**src/rtl/tdm_demux4_pkg.sv**
```systemverilog
// Shared definitions for the 4-slot TDM receive path.
package tdm_demux4_pkg;

  localparam int unsigned NUM_SLOTS = 4;
  localparam int unsigned SLOT_W    = 2;

  typedef enum logic {
    HUNT = 1'b0,
    LOCK = 1'b1
  } state_e;

endpackage

```
**src/rtl/tdm_demux4.sv**
```systemverilog
// 1:4 TDM demultiplexer: slot-aligned capture of a framed stream into four
// channel outputs, published atomically once per complete frame.
module tdm_demux4
  import tdm_demux4_pkg::*;
#(
  parameter int WIDTH = 1,
  parameter int CNT_W = 8
) (
  input  logic             clk,
  input  logic             rst_n,
  input  logic             in_valid,
  input  logic             in_sync,
  input  logic [WIDTH-1:0] f,
  output logic [WIDTH-1:0] w0,
  output logic [WIDTH-1:0] w1,
  output logic [WIDTH-1:0] w2,
  output logic [WIDTH-1:0] w3,
  output logic             out_valid,
  output logic             sync_err,
  output logic [CNT_W-1:0] frame_cnt
);

  state_e              state_q;
  logic [SLOT_W-1:0]   slot_q;
  logic [WIDTH-1:0]    sh0_q, sh1_q, sh2_q;
  logic [WIDTH-1:0]    w0_q, w1_q, w2_q, w3_q;
  logic                out_valid_q, sync_err_q;
  logic [CNT_W-1:0]    frame_cnt_q;

  always_ff @(posedge clk) begin
    if (!rst_n) begin
      state_q     <= HUNT;
      slot_q      <= '0;
      sh0_q       <= '0;
      sh1_q       <= '0;
      sh2_q       <= '0;
      w0_q        <= '0;
      w1_q        <= '0;
      w2_q        <= '0;
      w3_q        <= '0;
      out_valid_q <= 1'b0;
      sync_err_q  <= 1'b0;
      frame_cnt_q <= '0;
    end else begin
      out_valid_q <= 1'b0;
      sync_err_q  <= 1'b0;
      if (in_valid) begin
        unique case (state_q)
          HUNT: begin
            if (in_sync) begin
              sh0_q   <= f;
              slot_q  <= SLOT_W'(1);
              state_q <= LOCK;
            end
          end
          LOCK: begin
            if (in_sync) begin
              // An early sync aborts the partial frame and restarts at slot 0.
              if (slot_q != '0) sync_err_q <= 1'b1;
              sh0_q  <= f;
              slot_q <= SLOT_W'(1);
            end else begin
              unique case (slot_q)
                2'd0: begin
                  sync_err_q <= 1'b1;
                  state_q    <= HUNT;
                end
                2'd1: begin
                  sh1_q  <= f;
                  slot_q <= 2'd2;
                end
                2'd2: begin
                  sh2_q  <= f;
                  slot_q <= 2'd3;
                end
                default: begin
                  w0_q        <= sh0_q;
                  w1_q        <= sh1_q;
                  w2_q        <= sh2_q;
                  w3_q        <= f;
                  out_valid_q <= 1'b1;
                  frame_cnt_q <= frame_cnt_q + CNT_W'(1);
                  slot_q      <= '0;
                end
              endcase
            end
          end
          default: state_q <= HUNT;
        endcase
      end
    end
  end

  assign w0        = w0_q;
  assign w1        = w1_q;
  assign w2        = w2_q;
  assign w3        = w3_q;
  assign out_valid = out_valid_q;
  assign sync_err  = sync_err_q;
  assign frame_cnt = frame_cnt_q;

endmodule
```
**config.mk**
```make
export PLATFORM = sky130hd
export DESIGN_NAME = tdm_demux4
export DESIGN_NICKNAME = d
export VERILOG_FILES = /design/src/rtl/tdm_demux4_pkg.sv /design/src/rtl/tdm_demux4.sv
export SDC_FILE = /design/constraint.sdc
export NUM_CORES = 1
export LEC_CHECK = 0
export BUFFER_PORTS_ARGS = -buffer_cell sky130_fd_sc_hd__buf_2
export CAP_MARGIN = 20
export CORE_UTILIZATION = 25
export CTS_CLUSTER_SIZE = 8
export DETAILED_ROUTE_END_ITERATION = 8
export GPL_TIMING_DRIVEN = 1
export PLACE_DENSITY = 0.41
export SLEW_MARGIN = 10
export SYNTH_ARGS = -nofsm -noshare
export SYNTH_HDL_FRONTEND = slang
export SYNTH_SLANG_ARGS = --single-unit
export TNS_END_PERCENT = 20
```
**constraint.sdc**
```tcl
create_clock -name clk -period 1.3 [get_ports clk]
set_input_delay 0.13 -clock clk [delete_from_list [all_inputs] [get_ports clk]]
set_output_delay 0.13 -clock clk [all_outputs]
set_load 0.02 [all_outputs]
```
==> flow_summary.ini <==
[floorplan]
placementRows = 21
io_pins = 19
die_area_sq_mm = 0.00385
initial_core_util_pct = 26.6
coreArea_sq_mm = 0.00339
die_h_microns = 62.0
die_width_microns = 62.0

[clock_tree]
cts.sink_count = 20
numCtsBuffers = 3
clk_pin_slew_ns = 0.12
insertion_delay_ns = 0.30
cts-root-buf = clkbuf_4
cts_hold_buf = 0
htree_levels = 1
cts_tree = yes
clockBufferDepth = 2

[worst_hold_path]
hold_path.class = input port to flop
min-delay-start = f

[detailed_routing]
avgViaCountPerCell = 4.37
wirelength_microns = 1910
vias = 773
post-route-drc-count = 0
drt_iter0_markers = 16
wire_per_inst_microns = 10.8
ant_nets = 0
first_pass_iters = 4

[power_and_ir_drop]
p_int_mw = 0.965
p_clk_share_pct = 42.2
powerDensity_mw_per_mm2 = 1000
p_switching_mw = 0.258
pwr-share-comb_pct = 6.6
peakVddDrop_mv = 0.384
leakagePower_nw = 0.528
sw_frac_of_total_pct = 21.1
seqPwrFrac_pct = 51.2
p_total_mw = 1.22

[cells_and_area]
drive_above_1_share_pct = 36.6
final_core_util_pct = 36.0
diodes = 0
final_nets = 143
final_common_cell = nand2_1
layout_common_cells = 22 x nand2_1, 18 x buf_2, 17 x dfxtp_1
n_fill_cell = 379
final_cells = 177
finalInstanceArea_sq_mm = 0.00122
syn_to_final_growth_pct = 35.4

[placed_design]
dp_hpwl_microns = 1400
place.gp.congestion = 0.746
dpl_cell_area_sq_mm = 0.00111
dp.cells = 173
portBuffers = 18

[critical_path]
cp_top_family = flip-flops
endpoint = frame_cnt[0]
end_kind = flop
r2r_setup_slack_ns = 0.07
crit_required_ns = 1.50
cp-start-kind = flop
r2r-start = slot_q[0]
worstPathArrival_ns = 1.43
r2r_cells = 5
crit_path_start = slot_q[0]
slowest_stage = dfxtp_4
cp_max_fo = 6
worstSetupPathType = flop to flop
slowest_delay_ns = 0.38
path_buf_inv = 1
r2r_end = frame_cnt[0]
crit_cells = 5
crit_chain = ha_4, and4b_2, buf_4, xnor2_2, nor2_1

[logic_synthesis]
synth_cells = 102
synth_top_family_by_area = simple AND/OR/NAND/NOR gates
synthFlopType = dfxtp_1
synth.largest_area_cell = dfxtp_1
syn_nets = 113
yosys_warnings = 0
yosys-top-cells-area = dfxtp_1 44%, nand2_1 9.2%, ha_1 8.3%
ys_seq_area_share_pct = 44.4
synthArstFlopShare_pct = 0
syn_avg_cell_area_sq_um = 8.83
yosys_register_bits = 20
synth_edf_count = 0
synth.distinct_cells = 24
synthXorXnorAreaFrac_pct = 6.81
synth_top_area_share_pct = 44.4
syn_area_sq_um = 901
synth_compound_area_share_pct = 7.36
synth_mux_area_share_pct = 1.11
synthSimpleGateAreaFrac_pct = 27.2
synthAdderAreaFrac_pct = 8.33

[grt]
grt_usage_pct = 11.2
grt_pass1_wl_microns = 3040
grt_max_degree = 21
grt_pass1_vias = 657
antenna_found_initial = 0
gr-total-overflow = 0

[timing]
report.final.setup_viol = 0
period_needed_ns = 1.23
fin_crit_sh_pct = 94.6
rsz0062_at_grt = true
final_max_slew_viol_count = 0
worst_pin_slew_ns = 0.255
fin_skew_ns = 0.00527
maxClockFrequency_mhz = 813
finalHoldViolCount = 0
max-slew-margin-rel_pct = 83.0

[run]
cap_violations = 0

[status]
outcome = completed
[how the worst min path moves through the flow]
stage	endpoint	cells past startpoint	slack, ns
floorplan	w3	2	0.27
global placement	w3	3	0.42
detailed placement	sh1_q	3	0.43
CTS	sh1_q	3	0.09
global route	w3	3	0.08
finish	sh1_q	3	0.1
[synth_stat cells (all sizes together), types with 2 or more instances]
cell type,instances
dfxtp,20
xor2,3
buf,3
inv,4
nor2,9
ha,6
nand2,22
nand4,2
a21oi,9
xnor2,4
nor3,4
clkbuf,2
nand3,4
[sequential cells by signal (all words and copies together), names as in the netlist]
| register | cells |
|---|---|
| sh1_q | 1 |
| sh0_q | 1 |
| sh2_q | 1 |
| out_valid | 1 |
| w2 | 1 |
| w0 | 1 |
| slot_q | 2 |
| sync_err | 1 |
| frame_cnt | 8 |
| state_q | 1 |
| w3 | 1 |
| w1 | 1 |
[tightest hold or removal path, delay by kind of cell]
kind	cells	cell delay (ns)
AOI/OAI and AO/OA	1	0.05
and+or+nand+nor	1	0.06
buffers and inverters	1	0.12
[power groups by stage]
stage                     clock, mW  sequential (mW)  combinational [mW]
after floorplan                   0            0.637              0.0463
after global placement            0            0.640              0.0742
after detailed placement          0            0.641              0.0755
after CTS                     0.529            0.627              0.0762
after global routing          0.564            0.628              0.0893
final                         0.516            0.626              0.0802
[cells by family after synthesis]
| logic type | Yosys count |
|---|---|
| and+or+nand+nor | 47 |
| DFF | 20 |
| AOI/OAI and AO/OA | 12 |
| buffers and inverters | 9 |
| xor gates and xnor gates | 7 |
| adders and majority gates | 6 |
| muxes | 1 |
[per-layer routing]
| layer | GRT usage [%] | vias up | part of all wire, % |
|---|---|---|---|
| met3 | 2.48 | 2 | 3.8 |
| li1 | - | 402 | - |
| met2 | 17.9 | 12 | 49 |
| met4 | 5.71 | 0 | 0.78 |
| met5 | 0 | - | 0 |
| met1 | 14.1 | 357 | 46 |
[per-stage QoR]
stage / setup WS (ns) / hold slack [ns] / setup TNS [ns]
CTS: 0.0261 / 0.0919 / 0
global placement: 0.0128 / 0.425 / 0
detailed placement: -0.0324 / 0.431 / -0.0324
floorplan: -0.00863 / 0.266 / -0.00863
global route: -0.0256 / 0.0791 / -0.0321
finish: 0.0698 / 0.0974 / 0
[cell type report]
class,count,area (sq um),area share (%)
inverters,4,15.0,1.23
multi-input cells,73,505,41.4
repair buffers,30,180,14.8
clock buffers,3,22.5,1.85
clock inverters,1,30.0,2.46
well taps,46,57.6,4.72
flip-flops and latches,20,409,33.5
[timing repair]
action,in CTS,in global routing
setup endpoints to repair,2,13
setup buffers,0,0
pin swaps,1,7
resized for setup,2,13
Note: power is estimated with default switching activity, not from simulation.
